--- src/rtl/key_onehot_latch.sv ---
// Key front end: 2-flop synchroniser, debounce filter and IDLE/HELD FSM driving a held one-hot d0..d7.
// Build option: define KEY_AUTOREPEAT_EN to enable autorepeat strobes while a single key stays held.
module key_onehot_latch #(
  parameter int unsigned DEB_CYCLES    = 4,
  parameter int unsigned REPEAT_CYCLES = 16
) (
  input  logic clk,
  input  logic rst,
  input  logic k0,
  input  logic k1,
  input  logic k2,
  input  logic k3,
  input  logic k4,
  input  logic k5,
  input  logic k6,
  input  logic k7,
  output logic d0,
  output logic d1,
  output logic d2,
  output logic d3,
  output logic d4,
  output logic d5,
  output logic d6,
  output logic d7,
  output logic strobe,
  output logic err,
  output logic dbg_state_o
);

  typedef enum logic {
    ST_IDLE = 1'b0,
    ST_HELD = 1'b1
  } state_e;

  localparam logic [15:0] DEB_LAST = 16'(DEB_CYCLES - 1);

  if (DEB_CYCLES < 1 || DEB_CYCLES > 65535 ||
      REPEAT_CYCLES < 1 || REPEAT_CYCLES > 65535) begin : g_bad_params
    $error("key_onehot_latch: DEB_CYCLES/REPEAT_CYCLES outside 1..65535");
  end

  logic [7:0]  k_raw;
  logic [7:0]  sync1_q;
  logic [7:0]  sync2_q;
  logic [7:0]  cand_q, cand_d;
  logic [15:0] cnt_q, cnt_d;
  logic [7:0]  db_q, db_d;
  logic        db_onehot;
  state_e      state_q;
  logic [7:0]  d_q;
  logic        strobe_q;
  logic        err_q;

  assign k_raw = {k7, k6, k5, k4, k3, k2, k1, k0};

  // Raw lines are asynchronous; two flops per bit before anything looks at them.
  always_ff @(posedge clk) begin
    if (rst) begin
      sync1_q <= 8'd0;
      sync2_q <= 8'd0;
    end else begin
      sync1_q <= k_raw;
      sync2_q <= sync1_q;
    end
  end

  always_comb begin
    cand_d = cand_q;
    cnt_d  = cnt_q;
    db_d   = db_q;
    if (sync2_q != cand_q) begin
      cand_d = sync2_q;
      cnt_d  = 16'd0;
    end else if (cnt_q < DEB_LAST) begin
      cnt_d = cnt_q + 16'd1;
    end else begin
      db_d = cand_q;
    end
  end

  always_ff @(posedge clk) begin
    if (rst) begin
      cand_q <= 8'd0;
      cnt_q  <= 16'd0;
      db_q   <= 8'd0;
    end else begin
      cand_q <= cand_d;
      cnt_q  <= cnt_d;
      db_q   <= db_d;
    end
  end

  assign db_onehot = (db_q != 8'd0) && ((db_q & (db_q - 8'd1)) == 8'd0);

`ifdef KEY_AUTOREPEAT_EN
  localparam logic [15:0] REP_LAST = 16'(REPEAT_CYCLES - 1);
  logic [15:0] rep_q;
  logic        armed_q;
`endif

  // strobe and err are valid-only pulses (no ready): each is high for exactly
  // one cycle, never together, and d0..d7 are stable whenever strobe is high.
  always_ff @(posedge clk) begin
    if (rst) begin
      state_q  <= ST_IDLE;
      d_q      <= 8'd0;
      strobe_q <= 1'b0;
      err_q    <= 1'b0;
`ifdef KEY_AUTOREPEAT_EN
      rep_q    <= 16'd0;
      armed_q  <= 1'b0;
`endif
    end else begin
      strobe_q <= 1'b0;
      err_q    <= 1'b0;
      case (state_q)
        ST_IDLE: begin
          if (db_q != 8'd0) begin
            state_q <= ST_HELD;
            if (db_onehot) begin
              d_q      <= db_q;
              strobe_q <= 1'b1;
`ifdef KEY_AUTOREPEAT_EN
              rep_q    <= 16'd0;
              armed_q  <= 1'b1;
`endif
            end else begin
              err_q <= 1'b1;
`ifdef KEY_AUTOREPEAT_EN
              armed_q <= 1'b0;
`endif
            end
          end
        end
        ST_HELD: begin
          if (db_q == 8'd0) begin
            state_q <= ST_IDLE;
`ifdef KEY_AUTOREPEAT_EN
            armed_q <= 1'b0;
          end else if (armed_q && (db_q == d_q)) begin
            if (rep_q == REP_LAST) begin
              d_q      <= db_q;
              strobe_q <= 1'b1;
              rep_q    <= 16'd0;
            end else begin
              rep_q <= rep_q + 16'd1;
            end
          end else begin
            // Any change while held disarms repeat until the next full release.
            armed_q <= 1'b0;
`endif
          end
        end
        default: state_q <= ST_IDLE;
      endcase
    end
  end

  assign {d7, d6, d5, d4, d3, d2, d1, d0} = d_q;
  assign strobe      = strobe_q;
  assign err         = err_q;
  assign dbg_state_o = state_q;

endmodule

--- config.mk ---
export PLATFORM = sky130hd
export DESIGN_NAME = key_onehot_latch
export DESIGN_NICKNAME = d
export VERILOG_FILES = /design/src/rtl/key_onehot_latch.sv
export SDC_FILE = /design/constraint.sdc
export NUM_CORES = 1
export LEC_CHECK = 0
export CORE_MARGIN = 2
export CORE_UTILIZATION = 35
export DETAILED_ROUTE_END_ITERATION = 7
export GPL_TIMING_DRIVEN = 0
export PLACE_DENSITY_LB_ADDON = 0.1
export SLEW_MARGIN = 20
export SYNTH_ARGS = -nofsm -noshare
export SYNTH_HDL_FRONTEND = slang
export SYNTH_SLANG_ARGS = --single-unit
export TNS_END_PERCENT = 50
--- constraint.sdc ---
create_clock -name clk -period 2.5 [get_ports clk]
set_input_delay 0.375 -clock clk [delete_from_list [all_inputs] [get_ports clk]]
set_output_delay 0.375 -clock clk [all_outputs]
set_load 0.02 [all_outputs]
==> out/qor.yml, run 1 <==
outcome:
  status: "finished, final reports clean"
logic_synthesis:
  ys_warn_count: 0
  ys_top_cells_by_area: "dfxtp_1 (58%), mux2i_1 (8.4%), nor2b_1 (7.4%)"
  netlist.area_leader.share_pct: 57.99
  syn_area_mm2: 0.002037
  synth_cells: 186
  postSynthAreaPerCell_um2: 10.95
  ys_ff_latch: 59
  yosysTopAreaCell: "dfxtp_1"
  synth-seq-area-share_pct: 57.99
  synth_cell_types: 27
  syn_nets: 197
setup_path:
  critPathMaxStageDelay_ps: 550
  cp.arrival_ps: 2400
  critPathMaxFanout: 9
  crit_slowest_cell: "or4_4"
  worstPathCellList: "or4_4 -> o31a_1 -> or3_1 -> a211oi_2 -> buf_6 -> mux2i_1"
  crit_family: "simple AND/OR/NAND/NOR gates"
  worstPathRequired_ps: 2760
  path_class: "flop to flop"
  worstSetupStartpointType: "flop"
  path_buf_inv: 1
  critPathCaptureType: "flop"
detailed_routing:
  drt_iter0_drc: 47
  dr_total_vias: 1299
  wl_per_cell_um: 10.82
  drc_errors: 0
  drtAntennaViolNets: 0
  finalWirelength_um: 3158
  dr.pass1.iters: 4
  via_per_inst: 4.449
global_route:
  antenna_found_initial: 0
  grt_pass1_vias: 1270
  grt_usage_pct: 11.61
  use_met3_pct: 5.169
  overflow: 0
  grtUsageMet1_pct: 13.21
  grt_first_pass_wirelength_um: 5478
  grt_max_degree: 11
  use_met2_pct: 16.92
  grt-busiest-layer: "met2"
timing:
  slew_headroom_pct: 62.30
  skew_ps: 5.946
  fin_tns_setup_ps: 0
  final_max_slew_viol_count: 0
  tightest_slew_ps: 563.8
  rsz0062_at_grt: "false"
  period_needed_ps: 2139
  setup_violations: 0
  finalHoldViolCount: 0
  hold-worst-slack_ps: 432.9
  period_share_pct: 85.56
  fmax_mhz: 467.5
  setup_ws_ps: 361.0
floorplanning:
  core_area_mm2: 0.005574
  io_pins: 21
  die_h_um: 80.29
  die-width_um: 80.29
  rows: 27
  dieArea_mm2: 0.006446
  start_util_pct: 36.54
clocking:
  root_buffer: "clkbuf_8"
  path_clk_slew_ps: 60
  cts_buffer_depth: 2
  cts-resized-gates: 0
  ctsHoldBuffers: 0
  htreeDepth: 3
  cts.sinks: 59
  cts_tree: "done"
  cts_buffers: 9
  post_cts_buffers: 0
  clk_latency_ps: 330
min_path:
  hold_class: "flop to flop"
placement:
  pre_cts_ws_ps: 362.7
  gp_congestion: 0.7515
  postPlaceCellArea_mm2: 0.002317
  dp_hpwl_um: 2238
  portBuffers: 19
final_layout:
  nFillCells: 552
  area_growth_pct: 22.54
  nNetsFinal: 227
  diodes: 0
  fin_area_mm2: 0.002496
  drive_above_1_share_pct: 7.727
power:
  intPower_uw: 1422
  leakage_uw: 0.001019
  swShare_pct: 20.60
  p_comb_share_pct: 3.5
  ir_drop_mv: 0.2914
  clockPowerShare_pct: 42.7
  p_per_area_mw_per_mm2: 717.6
  p_sw_uw: 369.1
  seqPwrFrac_pct: 53.9
  p_total_uw: 1791
run:
  max-cap-violations: 0
cells in the mapped netlist:
| cell type | count |
|---|---|
| buf_6 | 1 |
| mux2i_1 | 17 |
| o21ai_0 | 1 |
| nor2_1 | 12 |
| nand3_1 | 1 |
| xor2_1 | 9 |
| nand4_1 | 2 |
| and2b_1 | 1 |
| ha_1 | 1 |
| a21oi_1 | 3 |
| or2b_1 | 2 |
| nand2_1 | 1 |
| o32ai_1 | 1 |
| or4_4 | 1 |
| and2_1 | 14 |
| nor3_1 | 3 |
| nor2b_1 | 24 |
| nand2b_1 | 14 |
| dfxtp_1 | 59 |
| maj3_1 | 1 |
| a2111oi_0 | 1 |
| nor4_1 | 5 |
| or3_1 | 2 |
| inv_1 | 1 |
| clkbuf_1 | 7 |
| o31a_1 | 1 |
| a211oi_2 | 1 |
state kept, by name, indices dropped and copies added, names as in the netlist:
register	flops
err	1
cand_q	8
sync2_q	8
dbg_state_o	1
sync1_q	8
strobe	1
cnt_q	16
db_q	8
d_q	8
worst register-to-register path, cell delays in order, from the launching register on:
cell and delay (ps):
dfxtp_1 350, or4_4 550, o31a_1 240, or3_1 320, a211oi_2 240, buf_6 180
mux2i_1 190
cell usage in the layout (no fill, tap or decap), types with 2 or more instances in the layout:
master and count:
clkdlybuf4s50_1 19, or3_1 2, nor3_1 3, nor2_1 12, dfxtp_1 59, clkbuf_1 8, clkinv_2 2, clkbuf_8 12
nand2b_1 14, mux2i_1 17, and2_1 14, or2b_1 2, a21oi_1 3, nor2b_1 24, xor2_1 9, nand4_1 2
nor4_1 5
layout make-up:
| type | count | area [um2] | share of cell area, % |
|---|---|---|---|
| Sequential cell | 59 | 1181 | 47.32 |
| Multi-Input combinational cell | 118 | 814.5 | 32.63 |
| Timing Repair Buffer | 19 | 190.2 | 7.619 |
| Clock buffer | 13 | 168.9 | 6.767 |
| Tap cell | 72 | 90.09 | 3.609 |
| Buffer | 8 | 37.54 | 1.504 |
| Clock inverter | 2 | 10.01 | 0.4010 |
| Inverter | 1 | 3.754 | 0.1504 |
metrics by stage:
step                instances  utilization, %
floorplan                 186               -
global placement          277           41.57
detailed placement        277           41.57
CTS                       292           44.78
global route              292           44.78
finish                    292           44.78
power groups by stage:
stage	Clock, uW	Combinational (uW)	Sequential (uW)
6_report	764	61.9	965
4_1_cts	793	63.9	965
5_1_grt	837	70.0	967
2_1_floorplan	0	40.8	984
3_3_place_gp	0	61.9	986
3_5_place_dp	0	63.5	986
cell families (layout without fill, tap and decap cells):
kind of cell | after synthesis | in the layout | share of synthesized area [%]
and+or+nand+nor | 82 | 82 | 23.77
adders and majority gates | 2 | 2 | 1.106
muxes | 17 | 17 | 8.354
xor gates and xnor gates | 9 | 9 | 3.870
AOI/OAI and AO/OA | 8 | 8 | 2.887
buffers and inverters | 9 | 43 | 2.027
DFF | 59 | 59 | 57.99
per-layer routing:
metal / up-vias / wire length [um]
li1: 673 / -
met1: 588 / 1495
met2: 30 / 1402
met3: 8 / 157
met4: 0 / 102
met5: - / 0
path summary, 6_finish.rpt:
kind | startpoint | to | slack (ps) | depth (start not counted)
worst max-delay path | db_q[1] | d_q[5] | 360 | 6
worst min-delay path | sync1_q[6] | sync2_q[6] | 430 | 1
worst max register to register | db_q[1] | d_q[5] | 360 | 6
worst min register to register | sync1_q[6] | sync2_q[6] | 430 | 1
No activity file was read; power rests on OpenSTA's default activity.
==> inputs of run 2 (changes only) <==
CTS_BUF_LIST = sky130_fd_sc_hd__clkbuf_8   (was unset)
==> run 2 against run 1 <==
Cell count is the same. Maximum frequency is the same. Design area is the same. Routed wire length is the same. Critical path type unchanged. Critical endpoint unchanged. Largest cell class unchanged.
==> out/qor.yml, run 2 (same netlist as run 1, synthesis figures left out) <==
power:
  seqPwrFrac_pct: 54.0
  ir_drop_mv: 0.2914
  clockPowerShare_pct: 42.5
  p_per_area_mw_per_mm2: 715.5
  intPower_uw: 1418
  leakage_uw: 0.001023
  p_sw_uw: 368.0
  swShare_pct: 20.61
  p_comb_share_pct: 3.5
clocking:
  cts_tree: "done"
  post_cts_buffers: 0
  root_buffer: "clkbuf_8"
  cts_buffers: 9
  htreeDepth: 3
  ctsHoldBuffers: 0
  cts_buffer_depth: 2
  cts-resized-gates: 0
  path_clk_slew_ps: 60
  cts.sinks: 59
  clk_latency_ps: 330
global_route:
  grt_first_pass_wirelength_um: 5478
  grt_pass1_vias: 1270
  antenna_found_initial: 0
  grt_usage_pct: 11.61
  grt_max_degree: 11
  overflow: 0
timing:
  period_share_pct: 85.56
  tightest_slew_ps: 563.8
  final_max_slew_viol_count: 0
  fmax_mhz: 467.5
  setup_violations: 0
  period_needed_ps: 2139
  slew_headroom_pct: 62.30
  finalHoldViolCount: 0
  rsz0062_at_grt: "false"
  skew_ps: 5.366
  fin_tns_setup_ps: 0
final_layout:
  fin_area_mm2: 0.002496
  largest_reg_flops: 16
  top_register: "cnt_q"
  finalNonFillerCells: 292
  nNetsFinal: 227
  diodes: 0
  final_cell_mix: "dfxtp_1 (59), nor2b_1 (24), clkdlybuf4s50_1 (19)"
  final_util_pct: 44.78
  area_growth_pct: 22.54
  layout_commonest_cell: "dfxtp_1"
  drive_above_1_share_pct: 7.727
detailed_routing:
  finalWirelength_um: 3158
  dr_total_vias: 1299
  drt_iter0_drc: 48
  drc_errors: 0
  dr.pass1.iters: 4
  via_per_inst: 4.449
  drtAntennaViolNets: 0
  wl_per_cell_um: 10.82
setup_path:
  critPathCaptureType: "flop"
  reg2reg_depth: 6
  path_buf_inv: 1
  reg2reg_from: "db_q[1]"
  critPathMaxFanout: 9
  crit_start: "db_q[1]"
  crit_family: "simple AND/OR/NAND/NOR gates"
  path_class: "flop to flop"
  worstPathCellList: "or4_4 -> o31a_1 -> or3_1 -> a211oi_2 -> buf_6 -> mux2i_1"
  critical_path.endpoint: "d_q[5]"
  r2r_setup_slack_ps: 360
  r2r_end: "d_q[5]"
  critPathMaxStageDelay_ps: 550
  worstPathRequired_ps: 2760
  crit_slowest_cell: "or4_4"
  cp.arrival_ps: 2400
  worstSetupStartpointType: "flop"
  crit_cells: 6
placement:
  gp_congestion: 0.7515
  dpl.cell_count: 277
  postPlaceCellArea_mm2: 0.002317
  dp_hpwl_um: 2238
  portBuffers: 19
floorplanning:
  die_h_um: 80.29
  die-width_um: 80.29
  io_pins: 21
  core_area_mm2: 0.005574
  rows: 27
  start_util_pct: 36.54
  dieArea_mm2: 0.006446
run:
  max-cap-violations: 0
min_path:
  hold_class: "flop to flop"
outcome:
  status: "finished, final reports clean"
==> run 2: area by class of cell <==
| cell class | count | area (um2) |
|---|---|---|
| plain buffers | 8 | 37.54 |
| clock buffers | 12 | 165.2 |
| clock inverters | 3 | 13.76 |
| fillers | 552 | 3078 |
| inverters | 1 | 3.754 |
| multi-input cells | 118 | 814.5 |
| flip-flops and latches | 59 | 1181 |
| well taps | 72 | 90.09 |
| repair buffers | 19 | 190.2 |
==> run 2: metal layers <==
metal  part of all wire, %  GRT usage (%)  vias to the layer above
met5                     0              0                        -
met4                   3.2          8.814                        0
met3                   5.0          5.169                        8
met2                    44          16.92                       30
met1                    47          13.21                      588
li1                      -              -                      673
==> run 2: how the worst min path moves through the flow <==
stage | cells past startpoint | to | from | slack [ps]
global route | 1 | sync2_q[6] | sync1_q[6] | 450
global placement | 1 | sync2_q[6] | sync1_q[6] | 420
floorplan | 1 | sync2_q[0] | sync1_q[0] | 410
detailed placement | 1 | sync2_q[6] | sync1_q[6] | 420
CTS | 1 | sync2_q[6] | sync1_q[6] | 440
finish | 1 | sync2_q[6] | sync1_q[6] | 430
==> run 2: stage by stage <==
| step | hold WS [ps] | power [uW] | setup slack (ps) |
|---|---|---|---|
| finish | 432.9 | 1786 | 361.0 |
| global route | 453.5 | 1870 | 222.6 |
| CTS | 436.9 | 1818 | 339.9 |
| detailed placement | 423.9 | 1050 | 362.7 |
| global placement | 420.2 | 1048 | 381.2 |
| floorplan | 413.8 | 1025 | 464.0 |
==> run 2: worst register-to-register path, cell delays in order (launching register included) <==
cell      delay (ps)
dfxtp_1          350
or4_4            550
o31a_1           240
or3_1            320
a211oi_2         240
buf_6            180
mux2i_1          190
==> run 2: power groups by stage <==
stage / registers [uW] / clock network (uW) / logic, uW
2_1_floorplan: 984 / 0 / 40.8
3_3_place_gp: 986 / 0 / 61.9
3_5_place_dp: 986 / 0 / 63.5
4_1_cts: 965 / 789 / 63.9
5_1_grt: 967 / 833 / 70.0
6_report: 965 / 759 / 61.9
==> inputs of run 3 (changes only) <==
PLACE_DENSITY_LB_ADDON = unset   (was 0.1)
==> run 3 against run 2 <==
Routed wire length decreased by 5.6%. Critical path type unchanged. Die area did not move. Combinational power down 2%. Global-route usage down 0.48 points. Maximum frequency is 0.38% lower. Non-clock buffer count did not move. Setup slack lost 8.1 ps. Clock-buffer cell count shrank 3. Sequential cell count did not move. Highest routed layer unchanged.
==> out/qor.yml, run 3 (same netlist as run 1, synthesis figures left out) <==
timing:
  finalHoldViolCount: 0
  period_share_pct: 85.88
  period_needed_ps: 2147
  final_max_slew_viol_count: 0
  slew_headroom_pct: 62.98
  rsz0062_at_grt: "false"
  hold-worst-slack_ps: 431.4
  tightest_slew_ps: 553.6
  fmax_mhz: 465.7
  skew_ps: 7.548
  fin_tns_setup_ps: 0
  setup_violations: 0
power:
  p_sw_uw: 375.3
  leakage_uw: 0.001021
  swShare_pct: 22.02
  clockPowerShare_pct: 39.8
  p_per_area_mw_per_mm2: 689.7
  intPower_uw: 1329
  ir_drop_mv: 0.3469
  p_comb_share_pct: 3.6
  p_total_uw: 1704
  seqPwrFrac_pct: 56.6
floorplanning:
  core_area_mm2: 0.005574
  rows: 27
  die_h_um: 80.29
  die-width_um: 80.29
  start_util_pct: 36.54
  io_pins: 21
  dieArea_mm2: 0.006446
detailed_routing:
  drc_errors: 0
  dr.pass1.iters: 4
  via_per_inst: 4.311
  finalWirelength_um: 2982
  wl_per_cell_um: 10.18
  dr_total_vias: 1263
  drt_iter0_drc: 50
  drtAntennaViolNets: 0
setup_path:
  path_class: "flop to flop"
  critPathMaxFanout: 9
  worstPathRequired_ps: 2750
  critPathCaptureType: "flop"
  worstSetupStartpointType: "flop"
  cp.arrival_ps: 2400
final_layout:
  register_area_mm2: 0.001181
  top_register: "cnt_q"
  final_cell_mix: "dfxtp_1 (59), nor2b_1 (24), clkdlybuf4s50_1 (19)"
  nNetsFinal: 227
  diodes: 0
  multi_input_area_um2: 814.5
  area_growth_pct: 21.31
  layout_commonest_cell: "dfxtp_1"
  drive_above_1_share_pct: 6.787
  nFillCells: 534
  largest_reg_flops: 16
global_route:
  grtUsageMet1_pct: 13.52
  overflow: 0
  use_met2_pct: 15.67
  grt_max_degree: 11
  grt_usage_pct: 11.12
  use_met3_pct: 4.831
  antenna_found_initial: 0
  grt_pass1_vias: 1202
  grt-busiest-layer: "met2"
  grt_first_pass_wirelength_um: 5244
clocking:
  path_clk_slew_ps: 60
  post_cts_buffers: 0
  ctsHoldBuffers: 0
  clk_latency_ps: 320
  cts_buffer_depth: 2
  cts-resized-gates: 0
  root_buffer: "clkbuf_8"
  htreeDepth: 3
  cts.sinks: 59
  cts_buffers: 9
  cts_tree: "done"
outcome:
  status: "finished, final reports clean"
min_path:
  hold_class: "flop to flop"
placement:
  gp_congestion: 0.7861
  portBuffers: 19
  dp_hpwl_um: 2075
run:
  max-cap-violations: 0
run 3: cell count changes in the layout (fill, tap and decap cells not counted), sizes merged:
cell,before,now
inv,2,5
clkinv,2,3
clkbuf,19,16
run 3: power by group through the flow:
stage	clock network, uW	registers, uW	logic [uW]
6_report	678	965	60.9
5_1_grt	761	967	70.1
4_1_cts	713	965	62.7
3_5_place_dp	0	986	62.7
3_3_place_gp	0	986	62.5
2_1_floorplan	0	984	40.8
run 3: area by class of cell:
| type | instances | area share, % |
|---|---|---|
| clock buffer | 9 | 5.013 |
| sequential | 59 | 47.80 |
| inverter | 1 | 0.1519 |
| timing repair buffer | 19 | 7.696 |
| clock inverter | 7 | 1.215 |
| buffer | 8 | 1.519 |
| multi-input combinational | 118 | 32.96 |
| tap | 72 | 3.646 |
run 3: stage by stage:
stage | cells | cell area [um2] | worst slack, ps | util (%)
floorplan | 186 | 2037 | 464.0 | -
global placement | 277 | 2317 | 377.5 | 41.57
detailed placement | 277 | 2317 | 353.4 | 41.57
CTS | 293 | 2471 | 333.4 | 44.33
global route | 293 | 2471 | 180.1 | 44.33
finish | 293 | 2471 | 352.9 | 44.33
run 3: final timing paths:
check,startpoint,end,slack [ps],depth (start not counted)
worst max-delay path,db_q[1],d_q[4],350,6
worst min-delay path,sync1_q[7],sync2_q[7],430,1
worst max register to register,db_q[1],d_q[4],350,6
worst min register to register,sync1_q[7],sync2_q[7],430,1
run 3: routing by layer:
metal,wire [um],vias up
met5,0,-
li1,-,678
met2,1206,28
met1,1552,551
met4,74,0
met3,149,6
run 3: critical path: stages (launching register included):
cell and delay (ps):
dfxtp_1 340, or4_4 550, o31a_1 240, or3_1 320, a211oi_2 240, buf_6 190, mux2i_1 190
